File: config.mk
export PLATFORM = sky130hd
export DESIGN_NAME = fifo_stagger_ctrl
export DESIGN_NICKNAME = d
export VERILOG_FILES = /design/src/rtl/fifo_stagger_ctrl.sv
export SDC_FILE = /design/constraint.sdc
export NUM_CORES = 1
export LEC_CHECK = 0
export ABC_CLOCK_PERIOD_IN_PS = 2750
export CAP_MARGIN = 20
export CORE_MARGIN = 2
export CORE_UTILIZATION = 51
export DETAILED_ROUTE_END_ITERATION = 12
export PLACE_DENSITY_LB_ADDON = 0.3
export SLEW_MARGIN = 20
export SYNTH_ARGS = -nofsm -noshare
export SYNTH_HDL_FRONTEND = slang
export SYNTH_SLANG_ARGS = --single-unit
File: constraint.sdc
create_clock -name clk -period 2.75 [get_ports clk]
set_input_delay 0.55 -clock clk [delete_from_list [all_inputs] [get_ports clk]]
set_output_delay 0.55 -clock clk [all_outputs]
set_load 0.005 [all_outputs]
File: src/rtl/fifo_stagger_ctrl.sv
// rtl/fifo_stagger_ctrl.sv - per-lane enable sequencer for a weight FIFO bank; optional FIFO_STAGGER_STATS_EN adds stall_cnt
module fifo_stagger_ctrl #(
  parameter int LANES = 16,
  parameter int DEPTH = 16
) (
  input  logic             clk,
  input  logic             reset,
  input  logic             start,
  input  logic [1:0]       mode,
  input  logic             hold,
  input  logic             abort,
  output logic [LANES-1:0] fifo_en,
  output logic             busy,
  output logic             done,
  output logic             err
`ifdef FIFO_STAGGER_STATS_EN
  ,
  output logic [15:0]      stall_cnt
`endif
);

  localparam int TW = $clog2(LANES + DEPTH);

  localparam logic [1:0] MODE_LOAD  = 2'b00;
  localparam logic [1:0] MODE_STAG  = 2'b01;
  localparam logic [1:0] MODE_RSTAG = 2'b10;
  localparam logic [1:0] MODE_ILL   = 2'b11;

  // Last value of t in a run; t never exceeds these, so it cannot wrap.
  localparam logic [TW-1:0] LAST_LOAD = TW'(DEPTH - 1);
  localparam logic [TW-1:0] LAST_STAG = TW'(DEPTH + LANES - 2);

  typedef enum logic [1:0] {
    S_IDLE = 2'd0,
    S_RUN  = 2'd1,
    S_DONE = 2'd2
  } state_t;

  state_t        state_q, state_d;
  logic [TW-1:0] t_q, t_d;
  logic [1:0]    mode_q, mode_d;
  logic          err_q, err_d;
  logic          start_ok;
  logic [TW-1:0] t_last;

  // A run is only accepted from IDLE with a legal mode and no abort.
  assign start_ok = (state_q == S_IDLE) && start && !abort && (mode != MODE_ILL);
  assign t_last   = (mode_q == MODE_LOAD) ? LAST_LOAD : LAST_STAG;

  // State, counter, captured mode and error pulse registers.
  always_ff @(posedge clk or negedge reset) begin
    if (!reset) begin
      state_q <= S_IDLE;
      t_q     <= '0;
      mode_q  <= MODE_LOAD;
      err_q   <= 1'b0;
    end else begin
      state_q <= state_d;
      t_q     <= t_d;
      mode_q  <= mode_d;
      err_q   <= err_d;
    end
  end

  // Next-state logic: abort wins over hold and start; hold freezes RUN.
  always_comb begin
    state_d = state_q;
    t_d     = t_q;
    mode_d  = mode_q;
    err_d   = 1'b0;
    case (state_q)
      S_IDLE: begin
        err_d = start && !abort && (mode == MODE_ILL);
        if (start_ok) begin
          state_d = S_RUN;
          t_d     = '0;
          mode_d  = mode;
        end
      end
      S_RUN: begin
        if (abort) begin
          state_d = S_IDLE;
          t_d     = '0;
        end else if (!hold) begin
          if (t_q == t_last) begin
            state_d = S_DONE;
            t_d     = '0;
          end else begin
            t_d = t_q + 1'b1;
          end
        end
      end
      S_DONE: begin
        state_d = S_IDLE;
      end
      default: begin
        state_d = S_IDLE;
        t_d     = '0;
      end
    endcase
  end

  // Lane i is open for DEPTH cycles starting at its stagger offset.
  always_comb begin
    int t_int;
    int lo;
    fifo_en = '0;
    t_int   = int'(t_q);
    lo      = 0;
    if (state_q == S_RUN && !hold && !abort) begin
      for (int i = 0; i < LANES; i++) begin
        case (mode_q)
          MODE_STAG:  lo = i;
          MODE_RSTAG: lo = LANES - 1 - i;
          default:    lo = 0;
        endcase
        fifo_en[i] = (t_int >= lo) && (t_int < lo + DEPTH);
      end
    end
  end

  assign busy = (state_q != S_IDLE);
  assign done = (state_q == S_DONE) && !abort;
  assign err  = err_q;

`ifdef FIFO_STAGGER_STATS_EN
  // Saturating count of stalled RUN cycles, restarted by each accepted run.
  always_ff @(posedge clk or negedge reset) begin
    if (!reset) begin
      stall_cnt <= '0;
    end else if (start_ok) begin
      stall_cnt <= '0;
    end else if (state_q == S_RUN && hold && !abort && stall_cnt != 16'hFFFF) begin
      stall_cnt <= stall_cnt + 16'd1;
    end
  end
`endif

endmodule

==> results.ini, run 1 <==
[timing]
slew_headroom_pct=63.86
finalSetupViolCount=2
fin_hold_ws_ns=0.6049
hold_viol=0
min_period_ns=2.765
slew_violations=0
worst-slew-pin-transition_ns=0.5399
layout_setup_ws_ns=-0.01475
max_freq_mhz=361.7
fin_skew_ns=0.001337
finalCritPeriodShare_pct=100.5

[run]
cap_violations=0

[grt]
overflow=0
grt_pass1_vias=1822
antenna_found_initial=0
grt_max_degree=17
gr-usage-all-layers_pct=42.28
grt_pass1_wl_mm=8.645

[synth]
syn_avg_cell_area_um2=7.355
synth_fp_nets=193
synth_cells=173
ys_seq_elements=10
synthFlopType=dfrtp_1
synthArstFlopShare_pct=100.0
netlist_area_um2=1272
ys_types=39
synth-edff-count=0
synth_top_area_share_pct=19.67
synth_seq_area_share_pct=19.67
synthTopCellsByArea=dfrtp_1, ha_1, o21ai_0, a21oi_1, nand2_1
yosysTopAreaCell=dfrtp_1
synth_commonest_cells=nand2_1, o21ai_0, a21oi_1, nor2_1, ha_1
synth_warnings=0

[power_and_ir_drop]
p_leak_nw=0.9911
power_density_nw_per_um2=1231
ir_worst_vdd_mv=1.136

[die]
die_area_um2=2911
dieWidth_um=53.95
die_h_um=53.95
pin_count=26
core_area_um2=2410
std_cell_rows=18
initial_core_util_pct=52.80

[setup_path]
crit_path_max_fanout=5
reg2reg_slack_ns=0.42
max_stage_delay_ns=0.45
path_cells=nand2b_4 > buf_4 > ha_4 > buf_6 > nand2_2 > buf_4 > o211ai_1 > a21oi_1 > clkdlybuf4s15_1
crit_buf_inv=4
worstReg2RegStart=state_q[1]
critPathKind=reg -> out
cp_slowest_cell=dfrtp_2
reg2reg_depth=12
cp.arrival_ns=2.21
crit_start=mode_q[1]
cp_data_required_time_ns=2.20
critPathLaunchType=flip-flop
cp_common_cell=buf_4
endpoint_kind=output pin
r2r_end=t_q[0]
crit_family=buffers and inverters

[drt]
detail-route-antenna-nets=0
wire_per_inst_um=26.03
drtPass1Iterations=7
drtIter0Drc=186
vias=2119
routed.top_layer=met4
vias_per_cell=7.622
drc=0
dr_wl_met3_um=803
drt-met1-wl_mm=2.343
wl_mm=7.235
wl_met2_mm=3.404

[status]
violations=setup timing
status=finished, violations left

[clock_tree]
cts_buffer_depth=2
htreeDepth=1
cts-root-buf=clkbuf_4
clkTransAtPathRegs_ns=0.07
clock-sinks=10
cts_tree=built
cts_hold_buf=0
clk_latency_ns=0.27
cts_inserted_buffers=3

[placement]
place_congestion=0.9230
placed_cells=258
dp_hpwl_mm=3.494
pre_cts_slack_ns=-0.3034
portBuffers=25

[final_layout]
final_util_pct=93.82
final_nets=269
diodes=0
fin_cells=278
syn2layout_area_growth_pct=77.68
drive_gt1_share_pct=53.23

[hold_path]
hp-class=in -> async

-- per-stage QoR --
stage	total power [mW]	cell area, um2	TNS (ns)
2_1_floorplan	1.026	1272	0
3_3_place_gp	1.586	1807	-1.966
3_5_place_dp	1.637	1807	-3.209
4_1_cts	2.176	2116	-0.05763
5_1_grt	2.891	2261	-0.7903
6_report	2.783	2261	-0.02121
-- sequential cells by signal, indices dropped and copies added, names as in the netlist --
register and count:
err 1, state_q 2, mode_q 2, t_q 5
-- cell families after synthesis --
logic type      after synthesis  share of synthesized area (%)
simple gates                 70                          28.12
compound gates               68                          35.01
fa+ha+maj                    13                          12.78
buf+inv                      11                          3.638
flops                        10                          19.67
mux                           1                         0.7867
-- worst register-to-register path, delay by kind of cell (launching register included) --
kind	cells	cell delay [ns]
buffers and inverters	7	0.89
AOI/OAI and AO/OA	3	0.57
DFF	1	0.50
and+or+nand+nor	2	0.24
-- layout by cell type (no fill, tap or decap), types with 3 or more instances in the layout --
| master | instances |
|---|---|
| o21ai_2 | 4 |
| and3_1 | 3 |
| a311oi_2 | 4 |
| a21o_1 | 3 |
| and2_4 | 3 |
| buf_4 | 43 |
| clkbuf_4 | 3 |
| a21oi_1 | 6 |
| nor2_4 | 3 |
| clkbuf_2 | 6 |
| a21oi_4 | 4 |
| a21oi_2 | 5 |
| buf_2 | 7 |
| nand3_1 | 7 |
| nor2_1 | 12 |
| o21ai_1 | 6 |
| nand2_1 | 12 |
| a221oi_1 | 3 |
| a31oi_1 | 7 |
| buf_6 | 9 |
| inv_2 | 3 |
| clkdlybuf4s50_1 | 8 |
| ha_2 | 3 |
| nor2b_1 | 4 |
| o21ai_0 | 8 |
| nand2_2 | 6 |
| dfrtp_1 | 8 |
| a311oi_1 | 3 |
| o211ai_1 | 4 |
| ha_4 | 8 |
-- per-layer routing --
metal / track usage, % / up-vias
li1: - / 810
met1: 43.05 / 959
met2: 73.17 / 246
met3: 7.778 / 104
met4: 37.18 / 0
met5: 0 / -
-- report_power, final --
part           switching, mW  internal [mW]
Clock                 0.0550         0.0805
Combinational           1.23           1.15
Sequential            0.0741          0.185
Total                   1.36           1.42
-- area by class of cell --
| class | instances | area, um2 |
|---|---|---|
| Inverter | 4 | 15.01 |
| Sequential cell | 10 | 252.7 |
| Multi-Input combinational cell | 152 | 1289 |
| Timing Repair Buffer | 78 | 630.6 |
| Fill cell | 76 | 148.9 |
| Tap cell | 30 | 37.54 |
| Clock buffer | 4 | 36.28 |
-- timing repair --
item                       4_1_cts  5_1_grt
buffers inserted                10        6
gates resized for setup         82       55
setup endpoints to repair       16       16
pin swaps                       13       20
-- worst max-delay path by stage --
stage / to / slack, ns / depth (start not counted)
after floorplan: fifo_en[2] / 0.29 / 6
after global placement: fifo_en[8] / -0.22 / 8
after detailed placement: fifo_en[8] / -0.30 / 8
after CTS: fifo_en[7] / -0.06 / 10
after global routing: fifo_en[7] / -0.14 / 10
final: fifo_en[10] / -0.01 / 9
Power figures use the tool's default switching activity.
==> run 2, diff against run 1 <==
--- a/config.mk
+++ b/config.mk
@@ -9,9 +9,10 @@
 export CAP_MARGIN = 20
 export CORE_MARGIN = 2
 export CORE_UTILIZATION = 51
+export CTS_CLUSTER_DIAMETER = 150
 export DETAILED_ROUTE_END_ITERATION = 12
 export PLACE_DENSITY_LB_ADDON = 0.3
-export SLEW_MARGIN = 20
+export RECOVER_POWER = 25
 export SYNTH_ARGS = -nofsm -noshare
 export SYNTH_HDL_FRONTEND = slang
 export SYNTH_SLANG_ARGS = --single-unit
==> run 2 against run 1 <==
Net effect:
- cell count stayed put
- setup slack lost 0.00067 ns
- critical path type unchanged
- the run still ends with setup timing left
- sequential power is essentially flat
- combinational power barely moved
- die area stayed put
- clock skew is essentially flat
- hold slack improved by 0.070 ns
- register-to-register slack about the same
==> results.ini, run 2 (synthesis results as in run 1) <==
[placement]
placed_cells=258  ; unchanged
pre_cts_slack_ns=-0.3034  ; unchanged
portBuffers=25  ; unchanged
place_congestion=0.9230  ; unchanged
placed_area_um2=1807  ; unchanged
dp_hpwl_mm=3.494  ; unchanged

[setup_path]
critPathLaunchType=flip-flop  ; unchanged
critPathKind=reg -> out  ; unchanged
crit_path_max_fanout=5  ; unchanged
reg2reg_slack_ns=0.41  ; was 0.42 ns
worstReg2RegStart=state_q[1]  ; unchanged
reg2reg_depth=12  ; unchanged
cp.arrival_ns=2.22  ; was 2.21 ns
cp_data_required_time_ns=2.20  ; about the same
r2r_end=t_q[0]  ; unchanged
endpoint_kind=output pin  ; unchanged

[run]
cap_violations=0  ; unchanged

[drt]
drtIter0Drc=186  ; unchanged
vias_per_cell=7.644  ; was 7.622
drtPass1Iterations=6  ; was 7
wire_per_inst_um=26.02  ; was 26.03 um
vias=2125  ; was 2119
wl_mm=7.233  ; was 7.235 mm
detail-route-antenna-nets=0  ; unchanged
drc=0  ; unchanged

[die]
die_h_um=53.95  ; unchanged
core_area_um2=2410  ; unchanged
std_cell_rows=18  ; unchanged
pin_count=26  ; unchanged
initial_core_util_pct=52.80  ; unchanged
dieWidth_um=53.95  ; unchanged
die_area_um2=2911  ; unchanged

[status]
status=finished, violations left  ; unchanged
violations=setup timing  ; unchanged

[timing]
finalSetupViolCount=2  ; unchanged
worst-slew-pin-transition_ns=0.5571  ; was 0.5399 ns
fin_skew_ns=0.001206  ; was 0.001337 ns
slew_violations=0  ; unchanged
layout_setup_ws_ns=-0.01542  ; was -0.01475 ns
max_freq_mhz=361.6  ; was 361.7 MHz
min_period_ns=2.765  ; about the same
hold_viol=0  ; unchanged
finalCritPeriodShare_pct=100.6  ; was 100.5%
slew_headroom_pct=62.72  ; was 63.86%

[power_and_ir_drop]
p_switching_mw=1.364  ; was 1.362 mW
p_comb_share_pct=85.8  ; about the same
swShare_pct=48.98  ; was 48.94%
clkPwrFrac_pct=4.9  ; about the same
p_int_mw=1.421  ; about the same
ir_worst_vdd_mv=1.138  ; was 1.136 mV
power_mw=2.784  ; was 2.783 mW
p_leak_nw=0.9914  ; was 0.9911 nW
seq_power_share_pct=9.3  ; about the same
power_density_nw_per_um2=1231  ; about the same

[final_layout]
seq_area_um2=252.7  ; unchanged
largestRegisters=t_q x5, mode_q x2, state_q x2  ; unchanged
final_common_cell=buf_4  ; unchanged
diodes=0  ; unchanged
fin_cells=278  ; unchanged
fillerInstances=76  ; unchanged
drive_gt1_share_pct=53.23  ; unchanged
final_nets=269  ; unchanged
multi_input_area_um2=1289  ; unchanged
final_area_um2=2261  ; unchanged
syn2layout_area_growth_pct=77.68  ; unchanged
largest_reg_flops=5  ; unchanged
final_cell_mix=buf_4, nor2_1, nand2_1  ; unchanged
top_register=t_q  ; unchanged

[grt]
overflow=0  ; unchanged
antenna_found_initial=0  ; unchanged
gr-usage-all-layers_pct=42.28  ; unchanged
grt_pass1_vias=1822  ; unchanged
grt_max_degree=17  ; unchanged
grt_pass1_wl_mm=8.645  ; unchanged

[clock_tree]
clk_latency_ns=0.27  ; about the same
clkTransAtPathRegs_ns=0.07  ; about the same
cts_buffer_depth=2  ; unchanged
clock-sinks=10  ; unchanged
cts_tree=built  ; unchanged
cts-root-buf=clkbuf_4  ; unchanged
htreeDepth=1  ; unchanged
cts_inserted_buffers=3  ; unchanged

[hold_path]
hp-class=in -> async  ; unchanged

==> run 2: power by group through the flow <==
stage / clock, mW / sequential [mW] / combinational (mW)
after detailed placement: 0 / 0.234 / 1.40
after global placement: 0 / 0.229 / 1.36
after CTS: 0.134 / 0.250 / 1.79
after floorplan: 0 / 0.230 / 0.796
after global routing: 0.138 / 0.262 / 2.49
final: 0.135 / 0.260 / 2.39
==> run 2: metrics by stage <==
step / setup TNS (ns) / hold WS (ns) / util (%)
6_report: -0.02133 / 0.6751 / 93.82
4_1_cts: -0.05763 / 0.6067 / 87.80
2_1_floorplan: 0 / 0.2544 / -
3_5_place_dp: -3.209 / 0.6034 / 74.97
3_3_place_gp: -1.966 / 0.5794 / 74.97
5_1_grt: -0.7903 / 0.7174 / 93.82
==> run 2: critical path, cell delays in order (launching register included) <==
cell	delay, ns
dfrtp_2	0.45
nand2b_4	0.18
buf_4	0.15
ha_4	0.30
buf_6	0.13
nand2_2	0.07
buf_4	0.15
o211ai_1	0.22
a21oi_1	0.08
clkdlybuf4s15_1	0.21
==> run 2: how the worst max path moves through the flow <==
stage | start | end
after global placement | abort | fifo_en[8]
after floorplan | mode_q[0] | fifo_en[2]
after detailed placement | abort | fifo_en[8]
final | mode_q[1] | fifo_en[10]
after global routing | mode_q[1] | fifo_en[7]
after CTS | mode_q[1] | fifo_en[7]
==> run 2: final cells by class <==
class                   instances  area share, %
inverters                       4         0.6641
clock buffers                   4          1.605
flip-flops and latches         10          11.18
repair buffers                 78          27.89
well taps                      30          1.660
multi-input cells             152          57.00
==> run 2: repair_timing <==
action,CTS,global route
hold buffers,0,0
pin swaps,13,20
resized for setup,82,55
endpoints found under the setup margin,16,16
setup buffers,10,6
==> run 2: routing by layer <==
| metal | global-route usage [%] | share of wire, % | up-vias |
|---|---|---|---|
| li1 | - | - | 811 |
| met1 | 43.05 | 32 | 962 |
| met2 | 73.17 | 47 | 244 |
| met3 | 7.778 | 11 | 108 |
| met4 | 37.18 | 9.5 | 0 |
| met5 | 0 | 0 | - |
==> run 3, diff against run 2 <==
--- a/config.mk
+++ b/config.mk
@@ -11,6 +11,7 @@
 export CORE_UTILIZATION = 51
 export CTS_CLUSTER_DIAMETER = 150
 export DETAILED_ROUTE_END_ITERATION = 12
+export HOLD_SLACK_MARGIN = 0.02
 export PLACE_DENSITY_LB_ADDON = 0.3
 export RECOVER_POWER = 25
 export SYNTH_ARGS = -nofsm -noshare
==> results of run 3 <==
No change in the layout: final DEF, timing and power equal those of run 2.
